<file path="config.mk">
export PLATFORM = sky130hd
export DESIGN_NAME = spi_rom_responder
export DESIGN_NICKNAME = d
export VERILOG_FILES = /design/src/rtl/spi_rom_responder_pkg.sv /design/src/rtl/spi_input_sync.sv /design/src/rtl/spi_rom_responder.sv
export SDC_FILE = /design/constraint.sdc
export NUM_CORES = 1
export LEC_CHECK = 0
export CORE_MARGIN = 4
export CORE_UTILIZATION = 45
export CTS_BUF_LIST = sky130_fd_sc_hd__clkbuf_16
export CTS_CLUSTER_DIAMETER = 150
export DETAILED_ROUTE_END_ITERATION = 8
export GPL_ROUTABILITY_DRIVEN = 0
export PLACE_DENSITY = 0.72
export SETUP_SLACK_MARGIN = 0.5
export SYNTH_ARGS = -nofsm -noshare
export SYNTH_HDL_FRONTEND = slang
export SYNTH_SLANG_ARGS = --single-unit
</file>
<file path="constraint.sdc">
create_clock -name clk -period 3.05 [get_ports clk]
set_input_delay 0.305 -clock clk [delete_from_list [all_inputs] [get_ports clk]]
set_output_delay 0.305 -clock clk [all_outputs]
set_load 0.005 [all_outputs]
</file>
<file path="src/rtl/spi_rom_responder_pkg.sv">
// Shared constants and state encoding for the SPI READ (03h) link.
package spi_rom_responder_pkg;

    localparam logic [7:0]  SPI_CMD_READ = 8'h03;
    localparam int unsigned SPI_CMD_LEN  = 8;
    localparam int unsigned SPI_ADDR_LEN = 24;

    // Counter wide enough for the 24 address bits.
    localparam int unsigned BIT_CNT_W    = 5;

    typedef enum logic [2:0] {
        ST_IDLE   = 3'd0,
        ST_CMD    = 3'd1,
        ST_ADDR   = 3'd2,
        ST_DATA   = 3'd3,
        ST_IGNORE = 3'd4
    } state_e;

endpackage

</file>
<file path="src/rtl/spi_input_sync.sv">
// Multi-flop synchronizer for the SPI pins. Lane 0 is SCLK: only its
// rise/fall events leave the block; the remaining lanes leave as levels.
module spi_input_sync #(
    parameter int unsigned STAGES = 2,
    parameter int unsigned WIDTH  = 3
) (
    input  logic             clk,
    input  logic             reset_n,
    input  logic [WIDTH-1:0] din,
    output logic [WIDTH-2:0] dout,
    output logic             rise_c,
    output logic             fall_c
);

    logic [STAGES-1:0][WIDTH-1:0] sync_q, sync_d;
    logic                         prev_q, prev_d;

    // Shift the raw pins through the synchronizer chain.
    always_comb begin
        sync_d[0] = din;
        for (int i = 1; i < int'(STAGES); i++) begin
            sync_d[i] = sync_q[i-1];
        end
        prev_d = sync_q[STAGES-1][0];
    end

    // Synchronizer and edge-history registers.
    always_ff @(posedge clk or negedge reset_n) begin
        if (!reset_n) begin
            sync_q <= '0;
            prev_q <= 1'b0;
        end else begin
            sync_q <= sync_d;
            prev_q <= prev_d;
        end
    end

    assign dout   = sync_q[STAGES-1][WIDTH-1:1];
    assign rise_c = sync_q[STAGES-1][0] & ~prev_q;
    assign fall_c = ~sync_q[STAGES-1][0] & prev_q;

endmodule

</file>
<file path="src/rtl/spi_rom_responder.sv">
// SPI flash-ROM responder: decodes READ (03h) + 24-bit address and streams
// bytes MSB-first on MISO from a byte-wide synchronous memory port.
module spi_rom_responder
    import spi_rom_responder_pkg::*;
#(
    parameter int unsigned MEM_AW         = 24,
    parameter int unsigned SYNC_STAGES    = 2,
    parameter bit          CS_ACTIVE_HIGH = 1'b1
) (
    input  logic              clk,
    input  logic              reset_n,
    input  logic              spi_cs,
    input  logic              spi_sclk,
    input  logic              spi_mosi,
    output logic              spi_miso,
    output logic              spi_miso_oe,
    output logic              mem_rd,
    output logic [MEM_AW-1:0] mem_addr,
    input  logic [7:0]        mem_data,
    output logic              busy,
    output logic              cmd_err
);

    localparam logic [BIT_CNT_W-1:0] CMD_LAST  = BIT_CNT_W'(SPI_CMD_LEN - 1);
    localparam logic [BIT_CNT_W-1:0] ADDR_LAST = BIT_CNT_W'(SPI_ADDR_LEN - 1);
    localparam logic [BIT_CNT_W-1:0] BYTE_LAST = BIT_CNT_W'(7);

    logic [1:0] pins_s;
    logic       sclk_rise_c, sclk_fall_c;
    logic       cs_s, mosi_s, sel_c;

    spi_input_sync #(
        .STAGES (SYNC_STAGES),
        .WIDTH  (3)
    ) u_sync (
        .clk     (clk),
        .reset_n (reset_n),
        .din     ({spi_cs, spi_mosi, spi_sclk}),
        .dout    (pins_s),
        .rise_c  (sclk_rise_c),
        .fall_c  (sclk_fall_c)
    );

    assign cs_s   = pins_s[1];
    assign mosi_s = pins_s[0];
    assign sel_c  = CS_ACTIVE_HIGH ? cs_s : ~cs_s;

    state_e                  state_q, state_d;
    logic [BIT_CNT_W-1:0]    bit_cnt_q, bit_cnt_d;
    logic [SPI_ADDR_LEN-1:0] in_sr_q, in_sr_d;
    logic [7:0]              out_sr_q, out_sr_d;
    logic [7:0]              prefetch_q, prefetch_d;
    logic                    rd_pend_q, rd_pend_d;
    logic [MEM_AW-1:0]       addr_q, addr_d;
    logic                    mem_rd_q, mem_rd_d;
    logic [MEM_AW-1:0]       mem_addr_q, mem_addr_d;
    logic                    miso_q, miso_d;
    logic                    oe_q, oe_d;
    logic                    busy_q, busy_d;
    logic                    cmd_err_q, cmd_err_d;
    logic                    armed_q, armed_d;
    logic [SYNC_STAGES:0]    arm_pipe_q, arm_pipe_d;

    logic [SPI_ADDR_LEN-1:0] shifted_c;
    logic [MEM_AW-1:0]       addr_inc_c;

    // Next-state and output logic. A new transaction starts only after
    // deselect has been observed with a full synchronizer pipeline.
    always_comb begin
        state_d    = state_q;
        bit_cnt_d  = bit_cnt_q;
        in_sr_d    = in_sr_q;
        out_sr_d   = out_sr_q;
        prefetch_d = prefetch_q;
        rd_pend_d  = mem_rd_q;
        addr_d     = addr_q;
        mem_rd_d   = 1'b0;
        mem_addr_d = mem_addr_q;
        cmd_err_d  = 1'b0;
        busy_d     = sel_c;
        arm_pipe_d = {arm_pipe_q[SYNC_STAGES-1:0], 1'b1};
        armed_d    = armed_q | (arm_pipe_q[SYNC_STAGES] & ~sel_c);
        shifted_c  = {in_sr_q[SPI_ADDR_LEN-2:0], mosi_s};
        addr_inc_c = addr_q + MEM_AW'(1);

        if (rd_pend_q) begin
            prefetch_d = mem_data;
        end

        if ((state_q != ST_IDLE) && !sel_c) begin
            state_d    = ST_IDLE;
            bit_cnt_d  = '0;
            in_sr_d    = '0;
            out_sr_d   = '0;
            prefetch_d = '0;
            rd_pend_d  = 1'b0;
        end else begin
            unique case (state_q)
                ST_IDLE: begin
                    if (armed_q && sel_c) begin
                        state_d   = ST_CMD;
                        bit_cnt_d = '0;
                    end
                end
                ST_CMD: begin
                    if (sclk_rise_c) begin
                        in_sr_d = shifted_c;
                        if (bit_cnt_q == CMD_LAST) begin
                            bit_cnt_d = '0;
                            if (shifted_c[7:0] == SPI_CMD_READ) begin
                                state_d = ST_ADDR;
                            end else begin
                                state_d   = ST_IGNORE;
                                cmd_err_d = 1'b1;
                            end
                        end else begin
                            bit_cnt_d = bit_cnt_q + BIT_CNT_W'(1);
                        end
                    end
                end
                ST_ADDR: begin
                    if (sclk_rise_c) begin
                        in_sr_d = shifted_c;
                        if (bit_cnt_q == ADDR_LAST) begin
                            bit_cnt_d  = '0;
                            state_d    = ST_DATA;
                            mem_rd_d   = 1'b1;
                            mem_addr_d = shifted_c[MEM_AW-1:0];
                            addr_d     = shifted_c[MEM_AW-1:0];
                        end else begin
                            bit_cnt_d = bit_cnt_q + BIT_CNT_W'(1);
                        end
                    end
                end
                ST_DATA: begin
                    if (sclk_fall_c) begin
                        if (bit_cnt_q == '0) begin
                            // Load the prefetched byte and fetch the next one.
                            out_sr_d   = prefetch_q;
                            addr_d     = addr_inc_c;
                            mem_rd_d   = 1'b1;
                            mem_addr_d = addr_inc_c;
                        end else begin
                            out_sr_d = {out_sr_q[6:0], 1'b0};
                        end
                        bit_cnt_d = (bit_cnt_q == BYTE_LAST) ? '0
                                                             : bit_cnt_q + BIT_CNT_W'(1);
                    end
                end
                ST_IGNORE: begin
                end
                default: begin
                    state_d = ST_IDLE;
                end
            endcase
        end

        miso_d = (state_d == ST_DATA) ? out_sr_d[7] : 1'b0;
        oe_d   = (state_d == ST_DATA);
    end

    // State and datapath registers.
    always_ff @(posedge clk or negedge reset_n) begin
        if (!reset_n) begin
            state_q    <= ST_IDLE;
            bit_cnt_q  <= '0;
            in_sr_q    <= '0;
            out_sr_q   <= '0;
            prefetch_q <= '0;
            rd_pend_q  <= 1'b0;
            addr_q     <= '0;
            mem_rd_q   <= 1'b0;
            mem_addr_q <= '0;
            miso_q     <= 1'b0;
            oe_q       <= 1'b0;
            busy_q     <= 1'b0;
            cmd_err_q  <= 1'b0;
            armed_q    <= 1'b0;
            arm_pipe_q <= '0;
        end else begin
            state_q    <= state_d;
            bit_cnt_q  <= bit_cnt_d;
            in_sr_q    <= in_sr_d;
            out_sr_q   <= out_sr_d;
            prefetch_q <= prefetch_d;
            rd_pend_q  <= rd_pend_d;
            addr_q     <= addr_d;
            mem_rd_q   <= mem_rd_d;
            mem_addr_q <= mem_addr_d;
            miso_q     <= miso_d;
            oe_q       <= oe_d;
            busy_q     <= busy_d;
            cmd_err_q  <= cmd_err_d;
            armed_q    <= armed_d;
            arm_pipe_q <= arm_pipe_d;
        end
    end

    assign spi_miso    = miso_q;
    assign spi_miso_oe = oe_q;
    assign mem_rd      = mem_rd_q;
    assign mem_addr    = mem_addr_q;
    assign busy        = busy_q;
    assign cmd_err     = cmd_err_q;

endmodule
</file>
==> summary.json <==
{
  "run_status": "finished, final reports clean",
  "synth.cell_area_sq_um": 4300,
  "detailedPlacementHpwl_um": 6510,
  "drv_cap": 0,
  "max-slew-margin-rel_pct": 44.8,
  "critPathMaxStageDelay_ps": 610,
  "min_period_over_period_pct": 78.7,
  "finalHoldViolCount": 0,
  "ant_nets": 0,
  "cts_repair_resize_count": 0,
  "cts_hold_buffers": 0,
  "worst_skew_pair.late_latency_ps": 340,
  "max_slew.worst_pin.slew_ps": 825,
  "cts_root_buf": "sky130_fd_sc_hd__clkbuf_16",
  "timing_worst_setup_path_type": "flop to flop",
  "hold_class": "input pin to async pin",
  "ys_seq_elements": 88,
  "tns_ps": 0,
  "grt_remaining_overflow": 0,
  "die_h_um": 106,
  "layout.cells.most_common_list": "90 x sky130_fd_sc_hd__nand2_1, 88 x sky130_fd_sc_hd__dfrtp_1, 50 x sky130_fd_sc_hd__a21oi_1, 40 x sky130_fd_sc_hd__clkdlybuf4s50_1, 38 x sky130_fd_sc_hd__nor2_1",
  "synth_edf_count": 0,
  "total_leakage_power_nw": 2.09,
  "starting_density_of_the_core_pct": 46.3,
  "ir_drop_mv": 0.274,
  "netlist-cell-type-count": 59,
  "drt-pass1-iter-count": 5,
  "critical_path.cell_chain": "inv_1 > ha_1 > or4b_1 > o32ai_2 > nand3_2 > buf_4 > a21o_1 > a22oi_1",
  "vias_per_cell": 5.74,
  "crit_required_ps": 3300,
  "dr_total_vias": 3620,
  "fp.dieArea_sq_um": 11200,
  "post-route-drc-count": 0,
  "die_width_um": 106,
  "detailedRoute.firstIterationViolations": 197,
  "clock_path_buffers": 2,
  "setup_repair_after_global_routing_missed_its_margin": "false",
  "pwr_density_cell_nw_per_um2": 488,
  "stdcell_area_sq_um": 5120,
  "ioPinCount": 42,
  "grt_use_total_pct": 18.1,
  "initial_antenna_violation_count": 0,
  "placed_area_sq_um": 4820,
  "setup_violations": 0,
  "tritoncts_num_sinks": 88,
  "syn_to_final_growth_pct": 19.0,
  "post-cts-setup-buffers": 0,
  "syn_avg_cell_area_sq_um": 9.19,
  "most_used_dff_post_synth": "sky130_fd_sc_hd__dfrtp_1",
  "critPathLaunchType": "flop",
  "maxSlewViolCount": 0,
  "wl_per_cell_um": 15.5,
  "period_minus_slack_ps": 2400,
  "cpMaxStageDelayCell": "sky130_fd_sc_hd__or4b_1",
  "r2r_cells": 8,
  "diodes": 0,
  "total_power_mw": 2.50,
  "cts_bufs_inserted": 9,
  "ys_warn_count": 0,
  "cts.reportedPaths.clkPinSlew_ps": 70,
  "yosysSeqAreaShare_pct": 51.2,
  "asyncSetResetFlopFracSynth_pct": 100,
  "totalWireLength_um": 9790,
  "netlist_instances": 468,
  "clock_tree_from_tritoncts": "built",
  "layout_commonest_cell": "sky130_fd_sc_hd__nand2_1",
  "first_global_vias": 3435,
  "final_core_utilization_pct": 55.1,
  "critical_path_peak_fanout": 16,
  "rows": 35,
  "cts_htree_levels": 3,
  "end_kind": "flop",
  "cp_data_arrival_time_ps": 2650,
  "maxClockFrequency_ghz": 0.416,
  "post_route_cells_drive_above_1_share_pct": 7.37,
  "final_net_count": 514,
  "synthesis.nets": 484,
  "clock-skew-final_ps": 9.22,
  "io_buffers": 41,
  "placeableCoreArea_sq_um": 9280,
  "grt_pass1_wl_um": 16600,
  "grt_start_max_net_pins": 63
}
-- final cells by class --
class / count / area, sq um
Clock buffer: 9 / 225
Clock inverter: 6 / 76.3
Fill cell: 837 / 4170
Inverter: 8 / 30.0
Multi-Input combinational cell: 340 / 1940
Sequential cell: 88 / 2200
Tap cell: 129 / 161
Timing Repair Buffer: 51 / 483
-- through the flow --
stage	setup slack (ps)	hold WS, ps	std cells
2_1_floorplan	1040	9.41	468
3_3_place_gp	784	334	616
3_5_place_dp	696	336	616
4_1_cts	632	83.4	631
5_1_grt	529	116	631
6_report	648	42.1	631
-- power by group --
part,internal [mW],switching [mW],total (mW)
combinational,0.0511,0.108,0.159
clock,0.703,0.434,1.14
sequential,1.18,0.0198,1.20
total,1.94,0.562,2.50
-- cells in the mapped netlist, types with 2 or more instances --
cell / count / share of area [%]
sky130_fd_sc_hd__nand2_1: 90 / 7.9
sky130_fd_sc_hd__nand3_1: 19 / 2.2
sky130_fd_sc_hd__and2_1: 3 / 0.44
sky130_fd_sc_hd__nor2b_1: 3 / 0.44
sky130_fd_sc_hd__clkbuf_1: 19 / 1.7
sky130_fd_sc_hd__nand4_1: 2 / 0.29
sky130_fd_sc_hd__a21o_1: 3 / 0.52
sky130_fd_sc_hd__a211oi_1: 2 / 0.35
sky130_fd_sc_hd__a2bb2oi_1: 6 / 1.2
sky130_fd_sc_hd__nand3b_1: 3 / 0.52
sky130_fd_sc_hd__a311oi_1: 8 / 1.6
sky130_fd_sc_hd__nor4b_2: 2 / 0.70
sky130_fd_sc_hd__dfrtp_1: 88 / 51
sky130_fd_sc_hd__o22ai_1: 8 / 1.2
sky130_fd_sc_hd__o31ai_1: 2 / 0.35
sky130_fd_sc_hd__o41ai_1: 3 / 0.61
sky130_fd_sc_hd__ha_1: 3 / 0.87
sky130_fd_sc_hd__o21ai_0: 11 / 1.3
sky130_fd_sc_hd__nand2b_1: 4 / 0.58
sky130_fd_sc_hd__xnor2_1: 2 / 0.41
sky130_fd_sc_hd__o22a_1: 5 / 1.0
sky130_fd_sc_hd__nor4_1: 3 / 0.44
sky130_fd_sc_hd__o211ai_1: 2 / 0.35
sky130_fd_sc_hd__and3_1: 8 / 1.2
sky130_fd_sc_hd__inv_1: 8 / 0.70
sky130_fd_sc_hd__buf_1: 3 / 0.26
sky130_fd_sc_hd__a21oi_1: 50 / 5.8
sky130_fd_sc_hd__a41oi_1: 2 / 0.41
sky130_fd_sc_hd__mux2i_1: 10 / 2.3
sky130_fd_sc_hd__o21ai_1: 3 / 0.35
sky130_fd_sc_hd__or3_1: 3 / 0.44
sky130_fd_sc_hd__a31oi_1: 7 / 1.0
sky130_fd_sc_hd__nor2_1: 39 / 3.4
sky130_fd_sc_hd__a22oi_1: 3 / 0.52
sky130_fd_sc_hd__nor3_1: 10 / 1.2
sky130_fd_sc_hd__buf_2: 8 / 0.93
-- cell families (layout without fill, tap and decap cells) --
group,count (synthesis),after routing,share of synthesized area (%)
simple gates,200,200,22.5
compound gates,123,123,18.4
flops,88,88,51.2
buf+inv,40,74,3.99
mux,10,10,2.33
fa+ha+maj,3,3,0.873
xor+xnor,3,3,0.611
other cells,1,1,0.0872
-- registers in the layout, indices dropped and copies added (netlist names), 2 cells and up --
| register | cells |
|---|---|
| u_sync.dout | 2 |
| arm_pipe_q | 3 |
| in_sr_q | 23 |
| out_sr_q | 8 |
| bit_cnt_q | 5 |
| u_sync.sync_d | 3 |
| prefetch_q | 8 |
| mem_addr | 24 |
| state_q | 3 |
-- worst max-delay path: cells and delay by family, from the launching register on --
family | cells | cell delay (ps)
flops | 1 | 410
compound gates | 3 | 530
fa+ha+maj | 1 | 160
buf+inv | 2 | 350
simple gates | 2 | 850
-- path summary, 6_finish.rpt --
check | startpoint | slack, ps | endpoint
max in group asynchronous | reset_n | 2270 | mem_addr[19]
setup / recovery | bit_cnt_q[0] | 650 | mem_addr[12]
min in group clk | u_sync.sync_d[4] | 350 | u_sync.dout[0]
hold / removal | reset_n | 40 | mem_addr[6]
setup reg to reg | bit_cnt_q[0] | 650 | mem_addr[12]
hold reg to reg | u_sync.sync_d[4] | 350 | u_sync.dout[0]
-- per-layer routing --
metal  track usage (%)  vias up  part of all wire, %  wire length [um]
met5                 0        -                    0                 0
met2              29.2      128                   47              4590
met4              6.20        0                  1.2               115
met3              2.82       11                  5.7               561
li1                  -     1723                    -                 -
met1              24.8     1758                   46              4530
(Power assumes the default switching activity.)
